## src/rtl/proc_io_pkg.sv

```systemverilog
// Shared definitions for the filter processor I/O blocks: sample type, port
// indices and the default geometry of the input-side FIFO.
package proc_io_pkg;
  localparam int DATA_W = 23;
  typedef logic signed [DATA_W-1:0] sample_t;

  localparam int PORT_IN0 = 0;

  localparam int IN_FIFO_DEPTH  = 16;
  localparam int IN_FIFO_ADDR_W = 4;
  localparam int IN_FIFO_AFULL  = 12;
endpackage

```

## src/rtl/proc_in_fifo_if.sv

```systemverilog
// Source-side and processor-side signals of the port-0 input FIFO.
interface proc_in_fifo_if
  import proc_io_pkg::*;
#(
  parameter int ADDR_W = IN_FIFO_ADDR_W
);
  sample_t           s_data;
  logic              s_valid;
  logic              proc_req_in;
  logic              clr_flags;
  sample_t           proc_io_in;
  logic [ADDR_W:0]   count;
  logic              empty;
  logic              full;
  logic              almost_full;
  logic              ovf;
  logic              udf;

  modport master (
    output s_data, s_valid, proc_req_in, clr_flags,
    input  proc_io_in, count, empty, full, almost_full, ovf, udf
  );

  modport slave (
    input  s_data, s_valid, proc_req_in, clr_flags,
    output proc_io_in, count, empty, full, almost_full, ovf, udf
  );
endinterface

```

## src/rtl/proc_fifo_mem.sv

```systemverilog
// Sample storage: one synchronous write port, one asynchronous read port.
module proc_fifo_mem
  import proc_io_pkg::*;
#(
  parameter int DEPTH  = IN_FIFO_DEPTH,
  parameter int ADDR_W = IN_FIFO_ADDR_W
) (
  input  logic              clk,
  input  logic              we,
  input  logic [ADDR_W-1:0] waddr,
  input  sample_t           wdata,
  input  logic [ADDR_W-1:0] raddr,
  output sample_t           rdata
);
  sample_t mem_r [DEPTH];

  // Write port; contents are intentionally not reset.
  always_ff @(posedge clk) begin
    if (we) begin
      mem_r[waddr] <= wdata;
    end
  end

  assign rdata = mem_r[raddr];
endmodule

```

## src/rtl/proc_in_fifo.sv

```systemverilog
// First-word-fall-through feeder for processor input port 0, with sticky
// overflow/underflow flags and a hold register shown while empty.
module proc_in_fifo
  import proc_io_pkg::*;
#(
  parameter int DEPTH     = IN_FIFO_DEPTH,
  parameter int ADDR_W    = IN_FIFO_ADDR_W,
  parameter int AFULL_LVL = IN_FIFO_AFULL
) (
  input  logic           clk,
  input  logic           rst,
  proc_in_fifo_if.slave  io
);
  localparam logic [ADDR_W:0] DEPTH_C = (ADDR_W + 1)'(DEPTH);
  localparam logic [ADDR_W:0] AFULL_C = (ADDR_W + 1)'(AFULL_LVL);
  localparam logic [ADDR_W:0] ZERO_C  = {(ADDR_W + 1){1'b0}};
  localparam logic [ADDR_W:0] ONE_C   = {{ADDR_W{1'b0}}, 1'b1};

  logic [ADDR_W-1:0] wr_ptr_r;
  logic [ADDR_W-1:0] rd_ptr_r;
  logic [ADDR_W:0]   count_r;
  logic [ADDR_W:0]   count_next_s;
  sample_t           hold_r;
  sample_t           head_s;
  logic              empty_r;
  logic              full_r;
  logic              afull_r;
  logic              ovf_r;
  logic              udf_r;
  logic              pop_s;
  logic              push_s;
  logic              ovf_evt_s;
  logic              udf_evt_s;

  proc_fifo_mem #(.DEPTH(DEPTH), .ADDR_W(ADDR_W)) u_mem (
    .clk   (clk),
    .we    (push_s),
    .waddr (wr_ptr_r),
    .wdata (io.s_data),
    .raddr (rd_ptr_r),
    .rdata (head_s)
  );

  // Qualified push/pop events; a full FIFO still accepts when it pops.
  always_comb begin
    pop_s        = 1'b0;
    push_s       = 1'b0;
    ovf_evt_s    = 1'b0;
    udf_evt_s    = 1'b0;
    count_next_s = count_r;
    if (io.proc_req_in) begin
      pop_s     = ~empty_r;
      udf_evt_s = empty_r;
    end else begin
      pop_s     = 1'b0;
      udf_evt_s = 1'b0;
    end
    if (io.s_valid) begin
      push_s    = ~full_r | pop_s;
      ovf_evt_s = full_r & ~pop_s;
    end else begin
      push_s    = 1'b0;
      ovf_evt_s = 1'b0;
    end
    if (push_s && !pop_s) begin
      count_next_s = count_r + ONE_C;
    end else if (pop_s && !push_s) begin
      count_next_s = count_r - ONE_C;
    end else begin
      count_next_s = count_r;
    end
  end

  // Pointers, occupancy, status and sticky flags (new event beats clear).
  always_ff @(posedge clk) begin
    if (rst) begin
      wr_ptr_r <= {ADDR_W{1'b0}};
      rd_ptr_r <= {ADDR_W{1'b0}};
      count_r  <= ZERO_C;
      hold_r   <= {DATA_W{1'b0}};
      empty_r  <= 1'b1;
      full_r   <= 1'b0;
      afull_r  <= 1'b0;
      ovf_r    <= 1'b0;
      udf_r    <= 1'b0;
    end else begin
      if (push_s) begin
        wr_ptr_r <= wr_ptr_r + 1'b1;
      end
      if (pop_s) begin
        rd_ptr_r <= rd_ptr_r + 1'b1;
        hold_r   <= head_s;
      end
      count_r <= count_next_s;
      empty_r <= (count_next_s == ZERO_C);
      full_r  <= (count_next_s == DEPTH_C);
      afull_r <= (count_next_s >= AFULL_C);
      ovf_r   <= ovf_evt_s | (ovf_r & ~io.clr_flags);
      udf_r   <= udf_evt_s | (udf_r & ~io.clr_flags);
    end
  end

  assign io.proc_io_in  = empty_r ? hold_r : head_s;
  assign io.count       = count_r;
  assign io.empty       = empty_r;
  assign io.full        = full_r;
  assign io.almost_full = afull_r;
  assign io.ovf         = ovf_r;
  assign io.udf         = udf_r;
endmodule
```

## src/flat_wrapper.sv

```systemverilog
// flat-port wrapper written by rule: the top's interface ports become plain ports
module proc_in_fifo_flat import proc_io_pkg::*;
#(
  parameter int DEPTH     = IN_FIFO_DEPTH,
  parameter int ADDR_W    = IN_FIFO_ADDR_W,
  parameter int AFULL_LVL = IN_FIFO_AFULL
)
  (clk, rst, io_s_data, io_s_valid, io_proc_req_in, io_clr_flags, io_proc_io_in, io_count, io_empty, io_full, io_almost_full, io_ovf, io_udf);
  proc_in_fifo_if #(.ADDR_W(ADDR_W)) io_i ();
  input  logic clk;
  input  logic rst;
  input wire logic [$bits(io_i.s_data)-1:0] io_s_data;
  input wire logic [$bits(io_i.s_valid)-1:0] io_s_valid;
  input wire logic [$bits(io_i.proc_req_in)-1:0] io_proc_req_in;
  input wire logic [$bits(io_i.clr_flags)-1:0] io_clr_flags;
  output wire logic [$bits(io_i.proc_io_in)-1:0] io_proc_io_in;
  output wire logic [$bits(io_i.count)-1:0] io_count;
  output wire logic [$bits(io_i.empty)-1:0] io_empty;
  output wire logic [$bits(io_i.full)-1:0] io_full;
  output wire logic [$bits(io_i.almost_full)-1:0] io_almost_full;
  output wire logic [$bits(io_i.ovf)-1:0] io_ovf;
  output wire logic [$bits(io_i.udf)-1:0] io_udf;
  assign io_i.s_data = io_s_data;
  assign io_i.s_valid = io_s_valid;
  assign io_i.proc_req_in = io_proc_req_in;
  assign io_i.clr_flags = io_clr_flags;
  assign io_proc_io_in = io_i.proc_io_in;
  assign io_count = io_i.count;
  assign io_empty = io_i.empty;
  assign io_full = io_i.full;
  assign io_almost_full = io_i.almost_full;
  assign io_ovf = io_i.ovf;
  assign io_udf = io_i.udf;
  proc_in_fifo #(.DEPTH(DEPTH), .ADDR_W(ADDR_W), .AFULL_LVL(AFULL_LVL)) u_core (.clk(clk), .rst(rst), .io(io_i));
endmodule
```

## config.mk

```make
export PLATFORM = sky130hd
export DESIGN_NAME = proc_in_fifo_flat
export DESIGN_NICKNAME = d
export VERILOG_FILES = /design/src/rtl/proc_io_pkg.sv /design/src/rtl/proc_in_fifo_if.sv /design/src/rtl/proc_fifo_mem.sv /design/src/rtl/proc_in_fifo.sv /design/src/flat_wrapper.sv
export SDC_FILE = /design/constraint.sdc
export NUM_CORES = 1
export LEC_CHECK = 0
export CAP_MARGIN = 15
export CELL_PAD_IN_SITES_DETAIL_PLACEMENT = 1
export CELL_PAD_IN_SITES_GLOBAL_PLACEMENT = 1
export CORE_MARGIN = 1
export CORE_UTILIZATION = 53
export DETAILED_ROUTE_END_ITERATION = 10
export PLACE_DENSITY_LB_ADDON = 0.12
export SYNTH_ARGS = -nofsm -noshare
export SYNTH_HDL_FRONTEND = slang
export SYNTH_SLANG_ARGS = --single-unit
```

## constraint.sdc

```tcl
create_clock -name clk -period 4.5 [get_ports clk]
set_clock_uncertainty 0.2 [all_clocks]
set_input_delay 0.675 -clock clk [delete_from_list [all_inputs] [get_ports clk]]
set_output_delay 0.675 -clock clk [all_outputs]
set_load 0.05 [all_outputs]
```

==> summary.md, run 1 <==
| Metric | Value |
|---|---|
| Buffers and inverters on the worst path | `2` |
| GRT Overall Usage | `25.31%` |
| Num CTS Buffers | `between 40 and 50` |
| Synth Cell Area | `15950 sq um` |
| Cells after synthesis | `831` |
| Slowest stage delay, CP | `0.72 ns` |
| Reg2reg path depth | `4` |
| Ys Warns | `0` |
| Fillers | `2534` |
| Hold_ws | `0.2781 ns` |
| Max_slew headroom | `52.60%` |
| H-tree depth | `2` |
| GPL Wtd Cong | `0.7578` |
| Post-synth cell types | `49` |
| R2r startpoint | `u_core.io.empty$_SDFF_PP1_` |
| Initial Util | `53.83%` |
| Number of nets in the layout | `957` |
| Final period util | `93.33%` |
| # clock sinks | `roughly 410` |
| CTS tree | `built` |
| Syn_nets | `~870` |
| Clock Path Buffers | `3` |
| Hold Crit Class | `reg -> reg` |
| RSZ-0062 raised after global routing | `no` |
| Gr ovfl total | `0` |
| Final WL | `37.48 mm` |
| CORE AREA | `29640 sq um` |
| CTS root buf | `clkbuf_16` |
| Via Count | `8375` |
| Final ANT Viol Nets | `0` |
| Post-CTS Repair Setup Buffers | `0` |
| Family with the most delay on the worst path | `buffers and inverters` |
| Worst hold start | `u_core.hold_r[21]$_SDFFE_PP0P_` |
| CTS Hold Buffers Added | `0` |
| Critical Path Source Type | `flop` |
| DR WL/cell | `27.91 microns` |
| # rows | `63` |
| Largest net degree at the start of global routing | `39` |
| Primary FF master, synth | `edfxtp_1` |
| Global-route wire length before repair | `56.46 mm` |
| CP Capture Type | `output port` |
| Syn_area_per_cell | `19.20 sq um` |
| Register Area | `about 12000 sq um` |
| Die height | `175.5 microns` |
| Actual slew at the worst max-slew pin | `0.7088 ns` |
| Max IR drop VDD | `0.3574 mV` |
| 1st-iter DRT viols | `650` |
| FMAX | `238.1 MHz` |
| Final setup viols | `0` |
| Worst endpoint required time | `between 3 and 4 ns` |
| Total of max-cap violations | `0` |
| CP max FO | `36` |
| Status | `finished, final reports clean` |
| Cell Pwr Density | `453.3 nW/um^2` |
| Port bufs | `60` |
| Via density | `6.236` |
| Number of enable flip-flop cells after synthesis | `368` |
| Leakage | `0.005863 uW` |
| TNS Setup | `0 ns` |
| Antenna Cells | `0` |
| Worst-Skew Late Latency | `around 0.53 ns` |
| Seq/Total Area, Yosys | `74.91%` |
| CP Class | `reg -> out` |
| Residual DRC | `0` |
| Seq cells post-synth | `413` |
| Highest-delay cell along the critical path | `clkdlybuf4s50_1` |
| Number of global-route vias before repair | `9129` |
| DP HPWL | `21.74 mm` |
| I/O pins | `61` |
| Final Hold Viols | `0` |
| Multi-input gate area | `3745 sq um` |
| Area added between synthesis and finish | `15.71%` |
| Non-Filler Instances | `between 1000 and 1500` |
| Clock Pin Slew Worst Setup and Hold Paths | `0.05 ns` |
| FFs w/ async S/R, synth | `0%` |
| Critical path, cell by cell | `buf_12 -> mux4_2 -> a22o_1 -> nor2_1 -> o21ai_1 -> clkdlybuf4s50_1` |
| Placed cells | `1267` |
| Pins Over Slew Limit | `0` |
| Min-Delay Path Depth | `2` |
| Die footprint | `30800 sq um` |
| Crit path DAT | `roughly 3.3 ns` |
| Fin crit period | `approximately 4.2 ns` |
| Die X-Extent | `175.5 microns` |
| Initial antenna violation count | `0` |
| Post-CTS sizing | `0` |
| Drt pass-1 iters | `5` |
| Levels on crit path | `6` |
| Fraction of layout cells with a size suffix above 1 | `between 20% and 30%` |
[layout make-up]
type	instances	area share [%]
well taps	390	2.643
flip-flops and latches	413	64.79
inverters	6	0.1220
multi-input cells	362	20.29
clock inverters	18	0.6032
repair buffers	96	5.260
clock buffers	58	6.297
[path summary, 6_finish.rpt]
kind | end | slack, ns
worst min register to register | u_core.hold_r[21]$_SDFFE_PP0P_ | 0.28
worst min-delay path | u_core.hold_r[21]$_SDFFE_PP0P_ | 0.28
worst max register to register | u_core.u_mem.mem_r[9][11]$_DFFE_PP_ | 1.55
worst max-delay path | io_proc_io_in[3] | 0.30
[layer usage]
layer	part of all wire, %	up-vias	routed length (microns)	track usage, %
li1	-	3559	-	-
met1	41	4451	15260	33.18
met2	51	282	19230	43.88
met3	5.3	83	2004	3.983
met4	2.6	0	979	7.609
met5	0	-	0	0
[tightest hold or removal path: stages, from the launching register on]
cell and delay, ns:
dfxtp_1 0.31, nand2_1 0.05, o22ai_1 0.06
[flip-flops by register name, summed over array words and instances, names as in the netlist, named ones only]
signal,flops
u_core.io.ovf,1
u_core.u_mem.mem_r,368
u_core.hold_r,23
u_core.io.almost_full,1
u_core.io.udf,1
u_core.io.full,1
u_core.rd_ptr_r,4
u_core.io.count,5
u_core.wr_ptr_r,4
u_core.io.empty,1
[placed cells by master, fill, tap and decap left out, drive strengths merged, types with 17 or more instances in the layout]
cell type      count
buf               36
nand2             56
dfxtp             45
clkdlybuf4s50     60
o22ai             23
o21ai             26
mux4              92
nor2              41
a22o              46
clkinv            17
clkbuf            58
edfxtp           368
[synth_stat cells (7+ instances only)]
master / n / share of area, %
and3_1: 7 / 0.27
edfxtp_1: 368 / 69
dfxtp_1: 45 / 5.6
clkbuf_1: 26 / 0.61
mux4_2: 92 / 13
nand2_1: 56 / 1.3
nor2_1: 41 / 0.96
o22ai_1: 23 / 0.90
ha_1: 7 / 0.55
a22o_1: 46 / 2.5
o21ai_1: 23 / 0.72
buf_2: 13 / 0.41
[metrics by stage]
| step | total power [uW] | utilization [%] | cell area (sq um) | setup slack, ns |
|---|---|---|---|---|
| 3_5_place_dp | 5204 | 57.99 | 17190 | 0.7886 |
| 6_report | 8369 | 62.28 | 18460 | 0.3000 |
| 3_3_place_gp | 5167 | 57.99 | 17190 | 0.7851 |
| 4_1_cts | 8440 | 62.28 | 18460 | 0.2362 |
| 5_1_grt | 8609 | 62.28 | 18460 | 0.1385 |
| 2_1_floorplan | 4864 | - | 15950 | 0.8265 |
[logic make-up after synthesis]
family	share of synthesized area, %
adder cells (fa/ha/maj)	0.5490
AND/OR/NAND/NOR	4.062
multiplexers	13.05
flip-flops	74.91
AO/OA/AOI/OAI	5.215
buffers and inverters	1.772
XOR/XNOR	0.4392
[where the power goes]
part | total [uW] | switching [uW] | internal [uW]
combinational | 815 | 545 | 270
clock | 3240 | 1380 | 1860
sequential | 4310 | 55.9 | 4250
total | 8370 | 1980 | 6380
Note: power is estimated with default switching activity, not from simulation.
==> inputs of run 2 (changes only) <==
--- a/config.mk
+++ b/config.mk
@@ -9,7 +9,7 @@
 export CELL_PAD_IN_SITES_DETAIL_PLACEMENT = 1
 export CELL_PAD_IN_SITES_GLOBAL_PLACEMENT = 1
 export CORE_MARGIN = 1
-export CORE_UTILIZATION = 53
+export CORE_UTILIZATION = 57
 export DETAILED_ROUTE_END_ITERATION = 10
 export PLACE_DENSITY_LB_ADDON = 0.12
 export SYNTH_ARGS = -nofsm -noshare
==> constraint.sdc (replaced) <==
create_clock -name clk -period 5.2 [get_ports clk]
set_clock_uncertainty 0.2 [all_clocks]
set_input_delay 0.78 -clock clk [delete_from_list [all_inputs] [get_ports clk]]
set_output_delay 0.78 -clock clk [all_outputs]
set_load 0.05 [all_outputs]
==> summary.md, run 2 (same netlist as run 1, synthesis figures left out) <==
| Metric | Value |
|---|---|
| Final ANT Viol Nets | `0 (unchanged)` |
| Fraction of layout cells with a size suffix above 1 | `20.30% (-0.58 points)` |
| Total power draw | `7257 uW (-13%)` |
| CORE AREA | `27180 sq um (-8.3%)` |
| Gr ovfl total | `0 (unchanged)` |
| Max_slew headroom | `19.10% (-33 points)` |
| CP max FO | `30 (-17%)` |
| R2r startpoint | `u_core.io.empty$_SDFF_PP1_` |
| Drt pass-1 iters | `5 (unchanged)` |
| Max reg flops | `368 (unchanged)` |
| Port bufs | `60 (unchanged)` |
| Levels on crit path | `6 (unchanged)` |
| Die height | `169.3 microns (-3.5%)` |
| Residual DRC | `0 (unchanged)` |
| Buffers and inverters on the worst path | `2 (unchanged)` |
| FMAX | `roughly 220 MHz` |
| DP HPWL | `20.99 mm (-3.4%)` |
| Via density | `6.454 (+3.5%)` |
| Post-route cell area | `18310 sq um (-0.79%)` |
| RSZ-0062 raised after global routing | `no` |
| I/O pins | `61 (unchanged)` |
| Reg2reg path depth | `6 (+2)` |
| Fin crit period | `4.537 ns` |
| Via Count | `8480 (+1.3%)` |
| # clock sinks | `413 (unchanged)` |
| Reg2reg end | `u_core.u_mem.mem_r[5][22]$_DFFE_PP_` |
| Leakage | `0.005799 uW (-1.1%)` |
| Post-CTS sizing | `0 (unchanged)` |
| Clock Pin Slew Worst Setup and Hold Paths | `0.06 ns (about the same)` |
| Biggest register | `u_core.u_mem.mem_r` |
| Cell Pwr Density | `396.2 nW/um^2 (-13%)` |
| Max IR drop VDD | `0.3509 mV (-1.8%)` |
| Initial Util | `58.71% (+4.9 points)` |
| Clock Path Buffers | `3 (unchanged)` |
| Placed instance area | `17040 sq um (-0.87%)` |
| Die X-Extent | `169.3 microns (-3.5%)` |
| CP Capture Type | `output port` |
| 1st-iter DRT viols | `840 (+29%)` |
| Area added between synthesis and finish | `14.79%` |
| Critical Path End | `io_proc_io_in[17]` |
| GR Util met3 | `4.618% (+0.63 points)` |
| Final Hold Viols | `0 (unchanged)` |
| Met1 usage | `36.95% (+3.8 points)` |
| Critical Path Source Type | `flop` |
| Worst endpoint required time | `4.22 ns (+0.60 ns)` |
| Number of global-route vias before repair | `9040 (-0.97%)` |
| Final WL | `39.13 mm (+4.4%)` |
| H-tree depth | `2 (unchanged)` |
| GPL Wtd Cong | `0.7827 (+3.3%)` |
| Crit path DAT | `3.56 ns (+0.23 ns)` |
| Number of nets in the layout | `946 (-1.1%)` |
| Family with the most delay on the worst path | `buffers and inverters` |
| Global-route wire length before repair | `57.77 mm (+2.3%)` |
| M2 GR Usage | `49.01% (+5.1 points)` |
| GRT Overall Usage | `28.45% (+3.1 points)` |
| Actual slew at the worst max-slew pin | `1.213 ns (+0.5046 ns)` |
| CTS tree | `built` |
| DR WL/cell | `29.78 microns (+6.7%)` |
| Status | `finished, final reports clean` |
| CTS root buf | `clkbuf_16` |
| CP Class | `reg -> out` |
| Die footprint | `28660 sq um (-6.9%)` |
| Post-CTS Repair Setup Buffers | `0 (unchanged)` |
| Final period util | `87.25%` |
| Total of max-cap violations | `0 (unchanged)` |
| Most common cell after layout, fill and taps aside | `edfxtp_1` |
| Initial antenna violation count | `1 (+1)` |
| CTS Hold Buffers Added | `0 (unchanged)` |
| Worst-Skew Late Latency | `0.53 ns (about the same)` |
| Final setup viols | `0 (unchanged)` |
| Hold Crit Class | `reg -> reg` |
| Critical path, cell by cell | `buf_4 -> mux4_2 -> a22o_1 -> nor2_1 -> o21ai_1 -> clkdlybuf4s50_1` |
| Commonest non-fill, non-tap cells in the layout | `edfxtp_1 (368), mux4_2 (92), clkdlybuf4s50_1 (60)` |
| Largest net degree at the start of global routing | `53 (+36%)` |
| # rows | `60 (-4.8%)` |
| Pins Over Slew Limit | `0 (unchanged)` |
| Slowest stage delay, CP | `0.77 ns (+0.05 ns)` |
| Highest-delay cell along the critical path | `dfxtp_4` |
| R2R Setup Slk | `1.66 ns (+0.11 ns)` |
| TNS Setup | `0 ns (unchanged)` |
| Hold_ws | `0.2734 ns (-0.004729 ns)` |
| GRT Max-Usage Layer | `met2` |
| Num CTS Buffers | `41 (-4.7%)` |
-- run 2: stage by stage --
| stage | util (%) | setup slack, ns | cells |
|---|---|---|---|
| 6_report | 67.39 | 0.6628 | 1314 |
| 5_1_grt | 67.39 | 0.4323 | 1314 |
| 4_1_cts | 67.38 | 0.5508 | 1313 |
| 3_5_place_dp | 62.69 | 1.138 | 1240 |
| 3_3_place_gp | 62.69 | 1.185 | 1240 |
| 2_1_floorplan | - | 1.435 | 831 |
-- run 2: worst min-delay path by stage --
stage                                   start                        endpoint  slack, ns  cells past startpoint
4_1_cts        u_core.hold_r[22]$_SDFFE_PP0P_  u_core.hold_r[22]$_SDFFE_PP0P_       0.28                      2
3_3_place_gp   u_core.hold_r[17]$_SDFFE_PP0P_  u_core.hold_r[17]$_SDFFE_PP0P_       0.26                      2
2_1_floorplan  u_core.hold_r[17]$_SDFFE_PP0P_  u_core.hold_r[17]$_SDFFE_PP0P_       0.25                      2
3_5_place_dp   u_core.hold_r[22]$_SDFFE_PP0P_  u_core.hold_r[22]$_SDFFE_PP0P_       0.26                      2
5_1_grt        u_core.hold_r[14]$_SDFFE_PP0P_  u_core.hold_r[14]$_SDFFE_PP0P_       0.29                      2
6_report       u_core.hold_r[22]$_SDFFE_PP0P_  u_core.hold_r[22]$_SDFFE_PP0P_       0.27                      2
-- run 2: routing by layer --
| layer | share of wire, % | vias up |
|---|---|---|
| met1 | 39 | 4467 |
| met4 | 3.0 | 0 |
| met2 | 51 | 384 |
| li1 | - | 3541 |
| met3 | 6.4 | 88 |
| met5 | 0 | - |
-- run 2: final cells by class --
class                           instances  area, sq um
Clock inverter                         14        98.84
Sequential cell                       413        11960
Fill cell                            2219         8862
Inverter                                6        22.52
Tap cell                              372        465.4
Timing Repair Buffer                   87        828.3
Antenna cell                            1        2.502
Clock buffer                           59         1176
Multi-Input combinational cell        362         3760
-- run 2: power breakdown --
part	total, uW	internal, uW	switching, uW
Combinational	681	227	454
Sequential	3750	3680	70.0
Clock	2830	1620	1200
Total	7260	5530	1730
-- run 2: tightest hold or removal path, stage by stage, from the launching register on --
cell	delay, ns
dfxtp_1	0.31
nand2_1	0.05
o22ai_1	0.06
